File: config.mk
export PLATFORM = sky130hd
export DESIGN_NAME = mem_arbiter
export DESIGN_NICKNAME = d
export VERILOG_FILES = /design/src/rtl/mem_pkg.sv /design/src/rtl/rr_arb2.sv /design/src/rtl/mem_arbiter.sv
export SDC_FILE = /design/constraint.sdc
export NUM_CORES = 1
export LEC_CHECK = 0
export CAP_MARGIN = 20
export CORE_AREA = 2 2 369 371
export CTS_BUF_LIST = sky130_fd_sc_hd__clkbuf_4 sky130_fd_sc_hd__clkbuf_8
export CTS_CLUSTER_DIAMETER = 150
export CTS_CLUSTER_SIZE = 14
export DETAILED_ROUTE_END_ITERATION = 8
export DIE_AREA = 0 0 371 373
export PLACE_DENSITY = 0.33
export SLEW_MARGIN = 25
export SYNTH_ARGS = -nofsm -noshare
export SYNTH_HDL_FRONTEND = slang
export SYNTH_SLANG_ARGS = --single-unit
File: constraint.sdc
create_clock -name clk_i -period 1.9 [get_ports clk_i]
set_input_delay 0.19 -clock clk_i [delete_from_list [all_inputs] [get_ports clk_i]]
set_output_delay 0.19 -clock clk_i [all_outputs]
set_load 0.005 [all_outputs]
File: src/rtl/mem_pkg.sv
// Shared memory-side types: cache<->memory block interfaces and the
// arbiter state encoding used when two caches share one memory port.
package mem_pkg;

  localparam int BLOCKSIZE = 128;
  localparam int ARB_PORTS = 2;

  typedef struct packed {
    logic                 Valid;
    logic                 Wen;
    logic [31:0]          Addr;
    logic [BLOCKSIZE-1:0] WriteD;
  } CacheToMem_t;

  typedef struct packed {
    logic                 Ready;
    logic [BLOCKSIZE-1:0] ReadD;
  } MemToCache_t;

  typedef enum logic [1:0] {ARB_IDLE, ARB_GRANT_I, ARB_GRANT_D} arb_state_t;

endpackage

File: src/rtl/rr_arb2.sv
// Combinational two-way round-robin picker: bit 0 is the I-cache, bit 1 the
// D-cache; on a tie the port that was not served last wins.
module rr_arb2
  import mem_pkg::*;
(
  input  logic [ARB_PORTS-1:0] req_i,
  input  logic                 last_i,
  output logic                 gnt_i_o,
  output logic                 gnt_d_o
);

  // last_i = 1 means the D-cache was served most recently.
  assign gnt_i_o = req_i[0] & (~req_i[1] | last_i);
  assign gnt_d_o = req_i[1] & (~req_i[0] | ~last_i);

endmodule

File: src/rtl/mem_arbiter.sv
// Shares the single main-memory port between the L1 I-cache and D-cache,
// granting one whole block transaction at a time, with completion counters.
module mem_arbiter
  import mem_pkg::*;
#(
  parameter int CNT_W = 32
) (
  input  logic        clk_i,
  input  logic        rst_ni,
  input  CacheToMem_t ICacheD_i,
  input  CacheToMem_t DCacheD_i,
  input  MemToCache_t MemD_i,
  output MemToCache_t ICacheD_o,
  output MemToCache_t DCacheD_o,
  output CacheToMem_t MemD_o,
  output logic [CNT_W-1:0] ICnt_o,
  output logic [CNT_W-1:0] DCnt_o
);

  arb_state_t       state_q;
  logic             last_d;
  logic [CNT_W-1:0] icnt_q;
  logic [CNT_W-1:0] dcnt_q;
  logic             gnt_i;
  logic             gnt_d;

  rr_arb2 u_rr_arb2 (
    .req_i   ({DCacheD_i.Valid, ICacheD_i.Valid}),
    .last_i  (last_d),
    .gnt_i_o (gnt_i),
    .gnt_d_o (gnt_d)
  );

  // NOTE: state is updated with non-blocking assignments so every register
  // samples the pre-edge values regardless of statement order.
  always_ff @(posedge clk_i or negedge rst_ni) begin
    if (!rst_ni) begin
      state_q <= ARB_IDLE;
      last_d  <= 1'b1;
      icnt_q  <= '0;
      dcnt_q  <= '0;
    end else begin
      case (state_q)
        ARB_IDLE: begin
          if (gnt_i)      state_q <= ARB_GRANT_I;
          else if (gnt_d) state_q <= ARB_GRANT_D;
        end
        ARB_GRANT_I: begin
          if (MemD_i.Ready) begin
            state_q <= ARB_IDLE;
            last_d  <= 1'b0;
            icnt_q  <= icnt_q + CNT_W'(1);
          end
        end
        ARB_GRANT_D: begin
          if (MemD_i.Ready) begin
            state_q <= ARB_IDLE;
            last_d  <= 1'b1;
            dcnt_q  <= dcnt_q + CNT_W'(1);
          end
        end
        default: state_q <= ARB_IDLE;
      endcase
    end
  end

  // NOTE: every output gets a zero default first, so no path through the
  // case can leave one unassigned and infer a latch.
  always_comb begin
    MemD_o    = '0;
    ICacheD_o = '0;
    DCacheD_o = '0;
    case (state_q)
      ARB_GRANT_I: begin
        MemD_o    = ICacheD_i;
        ICacheD_o = MemD_i;
      end
      ARB_GRANT_D: begin
        MemD_o    = DCacheD_i;
        DCacheD_o = MemD_i;
      end
      default: ;
    endcase
  end

  assign ICnt_o = icnt_q;
  assign DCnt_o = dcnt_q;

endmodule
# After elaboration in Yosys (flattened, before gate mapping)
# Cells that the tools add are included.
# classes
reduce_logical	7
n_addsub	2
n_eq_ne	6
muxes	10
bitwise_logic	7
# op_table
operator	count
case mux 162 bit (2 select lines)	1
two-way mux 129 bit	2
adder 32 x 1 -> 32 bit (second input constant)	2
two-way mux 2 bit	3
AND reduction 2 bit	3
inequality test 2 bit (second input constant)	2
case mux 2 bit (2 select lines)	1
inequality test 3 bit (second input constant)	1
NOT 1 bit	3
AND reduction 3 bit	1
bitwise AND 1 bit	2
equality test 2 x 1 -> 1 bit (second input constant)	1
equality test 2 bit (second input constant)	1
logical NOT 2 bit	1
two-way mux 1 bit	2
inequality test 2 x 1 -> 1 bit (second input constant)	1
bitwise OR 1 bit	2
case mux 1 bit (2 select lines)	1
nonzero test 2 bit	1
OR reduction 2 bit	1
# word_totals
ff_bits	67
wordCells	36
out_inout_bits	484
in_bits	455

# Longest topological paths before layout
# Gate-level depths: netlist of run 1.
# depth
ltp_word	6
depth_mapped	7
mapped_depth_nobuf	7

# By module
# Synthesis of run 1 repeated with hierarchy kept, for this count alone.
# hier_totals
cells_unflattened	929
area_unflattened_um2	7211.9
# modules_own_cells
mod	cells_per_inst	area_per_inst_um2	seq_area_each_um2	n_inst
mem_arbiter	926	7193.1	1677.9	1
rr_arb2	3	18.8	0.0	1

# Worst setup path after synthesis of run 1
# No wires, ideal clock.
# synth_timing
path_kind	flip-flop to flip-flop
startpoint	reg state_q[1]
endpoint	reg icnt_q[28] (netlist: ICnt_o[28])
setup_ps	79
n_path_buf	1
setup_slack_ps	108
period_less_slack_ps	1792
required_ps	1821
arrival_time_ps	1713
stages_incl_launch_ff	8
cell_sequence	dfrtp_1 > inv_1 > ha_1 > nand3_1 > or4_1 > buf_2 > nor4_2 > xor2_1
# synth_between
elab_chain_len	2
# synth_lines
item	line	rtl
from (decl)	mem_arbiter.sv:20	arb_state_t state_q;
from (signal assigned)	mem_arbiter.sv:38	state_q <= ARB_IDLE;
from (signal assigned)	mem_arbiter.sv:45	if (gnt_i) state_q <= ARB_GRANT_I;
from (signal assigned)	mem_arbiter.sv:46	else if (gnt_d) state_q <= ARB_GRANT_D;
equality test 2 x 1 -> 1 bit	mem_arbiter.sv:43	case (state_q)
AND reduction 2 bit (no line)	n/a	
to (signal assigned)	mem_arbiter.sv:52	icnt_q <= icnt_q + CNT_W'(1);
to (decl)	mem_arbiter.sv:22	logic [CNT_W-1:0] icnt_q;
# No other way between the ends.
# A chain may end at the register's enable or synchronous reset.

==> out/qor.csv, run 1 <==
stage,metric,value,unit
run_status,outcome,"finished, violations left",
run_status,failing checks,negative setup slack,
route,vias,11774,
logic_synthesis,Syn Area/Cell,7.75,sq um
global_routing,Overall Global Routing Usage,0.138,
final_layout,utilization after layout,0.169,
floorplanning,Initial Util,0.0542,
route,DRC errors left,0,
global_routing,vias in the first global route,11898,
route,drt pass-1 iters,4,
placed_design,Post-DP HPWL,86900,um
worst_setup_path,critical setup path kind,register to output port,
clocking,Num CTS Buffers,9,
logic_synthesis,Synth cell types,34,
final_layout,layout cell share with drive strength beyond 1,0.348,
worst_setup_path,CP startpoint kind,register,
timing,RSZ-0062 raised after global routing,yes,
global_routing,first-pass GRT wire length,126000,um
route,DRT iter0 DRCs,452,
clocking,clock sink count,67,
route,final wirelength,103000,um
final_layout,# nets final,2508,
floorplanning,io pins,939,
clocking,clock slew at reported path FFs,80,ps
final_layout,fin cells,3848,
clocking,CTS tree,yes,
logic_synthesis,Area contributors post-synth,"dfrtp_1 (23%), and2_1 (22%), a22oi_1 (17%)",
logic_synthesis,Synth Instances,941,
worst_setup_path,crit end category,output port,
timing,headroom to the max-slew limit,0.632,
power_and_ir_drop,Sw Ratio,0.414,
power_and_ir_drop,Logic pwr share,0.877,
placed_design,PortBufs,938,
worst_setup_path,Worst EP required,1710,ps
timing,Tmin final,2490,ps
placed_design,Placed Cells,3714,
timing,maximum clock rate,0.401,GHz
run,MaxCap Viol Count,0,
timing,final setup violation count,463,
clocking,H-tree lvl count,3,
logic_synthesis,register area share after synthesis,0.230,
power_and_ir_drop,Clk network pwr share,0.056,
power_and_ir_drop,Int Pwr,14.7,mW
logic_synthesis,Yosys reg bits,67,
power_and_ir_drop,power density cells,1100,nW/um^2
timing,final hold viol count,0,
logic_synthesis,top-count cell post-synth,and2_1,
route,number of antenna-violating nets in the routed design,0,
logic_synthesis,"area leader, netlist",dfrtp_1,
worst_setup_path,crit path DAT,2300,ps
final_layout,fillers,15228,
timing,Slew Limit Fails,0,
logic_synthesis,ys flop type,dfrtp_1,
floorplanning,die area,138000,sq um
route,wire per inst,26.7,um
timing,worst hold slack,156,ps
logic_synthesis,Ys Warns,0,
worst_setup_path,crit-path max FO,14,
power_and_ir_drop,Seq pwr share,0.067,
power_and_ir_drop,switching power total,10.4,mW
clocking,clock root cell,clkbuf_8,
floorplanning,die height,373,um
floorplanning,FP Rows,135,
placed_design,pre-CTS WS,-542,ps
logic_synthesis,top-area cell type share of the netlist area,0.226,
global_routing,initial antenna violation count,61,
global_routing,total grt overflow,0,
logic_synthesis,Commonest cells post-synth,"and2_1 (259), nor2b_1 (163), a22oi_1 (162)",
floorplanning,area of the core,135000,sq um
clocking,clock tree buffer depth,2,
final_layout,area grow syn2layout,211,%
logic_synthesis,Post-synth EDFFs,0,
timing,Final Skew,11.7,ps
route,Via-to-Cell Ratio,3.06,
power_and_ir_drop,peak supply drop,0.472,mV
timing,TNS Setup,-163800,ps
power_and_ir_drop,Lkg Pwr,9.32,nW
floorplanning,die width,371,um
timing,Slew @ Worst Pin,550,ps
clocking,Worst-Skew Late Latency,380,ps
timing,fin crit share,1.31,
placed_design,GP Congestion,0.868,
logic_synthesis,syn nets,1401,
logic_synthesis,Async SR Flop Fraction,1.00,
global_routing,largest net degree at the start of global routing,50,
worst_hold_path,worst min path class,input pin to async pin,
timing,final setup margin,-592,ps
logic_synthesis,mapped cell area,7300,sq um
==> layout make-up <==
class / instances / area [sq um] / area share
clock inverter: 5 / 77.6 / 0.00342
tap: 1781 / 2230 / 0.0981
inverter: 8 / 30.0 / 0.00132
timing repair buffer: 1182 / 12400 / 0.547
multi-input combinational: 780 / 6100 / 0.268
sequential: 67 / 1680 / 0.0739
clock buffer: 10 / 138 / 0.00606
antenna: 15 / 37.5 / 0.00165
==> worst paths after layout <==
check                           startpoint      endpoint  slack (ps)  cells past startpoint
worst max-delay path            state_q[0]  ICacheD_o[7]        -590                      7
worst min register to register      last_d        last_d         460                      2
worst max register to register  state_q[0]    ICnt_o[18]        -380                      8
min in group clk_i                  last_d        last_d         460                      2
worst min-delay path                rst_ni    ICnt_o[29]         160                      2
max in group asynchronous           rst_ni        last_d        1280                      3
==> state kept, by name (all words and copies together), names as in the netlist <==
name,count
ICnt_o,32
last_d,1
state_q,2
DCnt_o,32
==> cell usage in the layout, fill, tap and decap left out, types with 7 or more instances in the layout <==
cell             count
a22oi_1             74
a22oi_2             88
and2_1             217
and2_4              42
and3_1              10
buf_12              87
buf_16              17
buf_2               64
buf_4              149
buf_6               83
buf_8               12
clkbuf_16           14
clkbuf_2            58
clkbuf_8            10
clkdlybuf4s15_2      9
clkdlybuf4s50_1    601
dfrtp_1             66
diode_2             15
dlygate4sd2_1       68
dlymetal6s2s_1      16
nand2_1             27
nand3_1             21
nand4_1             21
nor2_1              10
nor2b_1            114
nor2b_2             22
nor2b_4             27
nor3_1               7
xnor2_1             40
xor2_1              22
==> critical path, stage by stage (launching register included) <==
cell and delay [ps]:
dfrtp_1 410, buf_6 120, ha_4 150, buf_12 180
buf_16 170, buf_6 160, and2_1 160, clkdlybuf4s50_1 520
==> logic make-up (layout without fill, tap and decap cells) <==
kind of cell	after synthesis	count (layout)	synth area share
simple gates	546	546	0.465
other cells	0	15	0
flops	67	67	0.230
mux	3	3	0.00446
compound gates	164	164	0.168
buf+inv	94	1205	0.0497
fa+ha+maj	5	5	0.00857
xor+xnor	62	62	0.0744
==> what timing repair did <==
| item | 4_1_cts | 5_1_grt |
|---|---|---|
| resized for setup | 619 | 410 |
| setup buffers | 44 | 41 |
| gates cloned | 18 | 15 |
| hold endpoints to repair | 66 | 0 |
| hold buffers | 1 | 0 |
| setup endpoints to repair | 468 | 480 |
| pin swaps | 32 | 22 |
==> power by group through the flow <==
stage | registers (mW) | logic [mW] | clock network (mW)
3_3_place_gp | 1.70 | 16.8 | 0
4_1_cts | 1.68 | 20.6 | 1.49
5_1_grt | 1.69 | 23.2 | 1.54
3_5_place_dp | 1.70 | 16.7 | 0
2_1_floorplan | 1.70 | 4.91 | 0
6_report | 1.67 | 22.0 | 1.40
==> metal layers <==
metal	wire length (um)	GRT usage	vias up
met5	284	0	-
met4	2380	0.0329	46
met3	11600	0.0696	117
met2	45800	0.221	625
met1	42500	0.163	5519
li1	-	-	5467
==> stage by stage <==
step,power [mW],area (sq um)
after CTS,23.8,21900
after detailed placement,18.4,20300
after floorplan,6.60,7300
final,25.1,22700
after global routing,26.4,22700
after global placement,18.5,20300
No activity file was read; power rests on OpenSTA's default activity.
==> run 2, diff against run 1 <==
Settings changed: CAP_MARGIN 20 to unset.
==> results of run 2 <==
No change in the layout: final DEF, timing and power equal those of run 1.
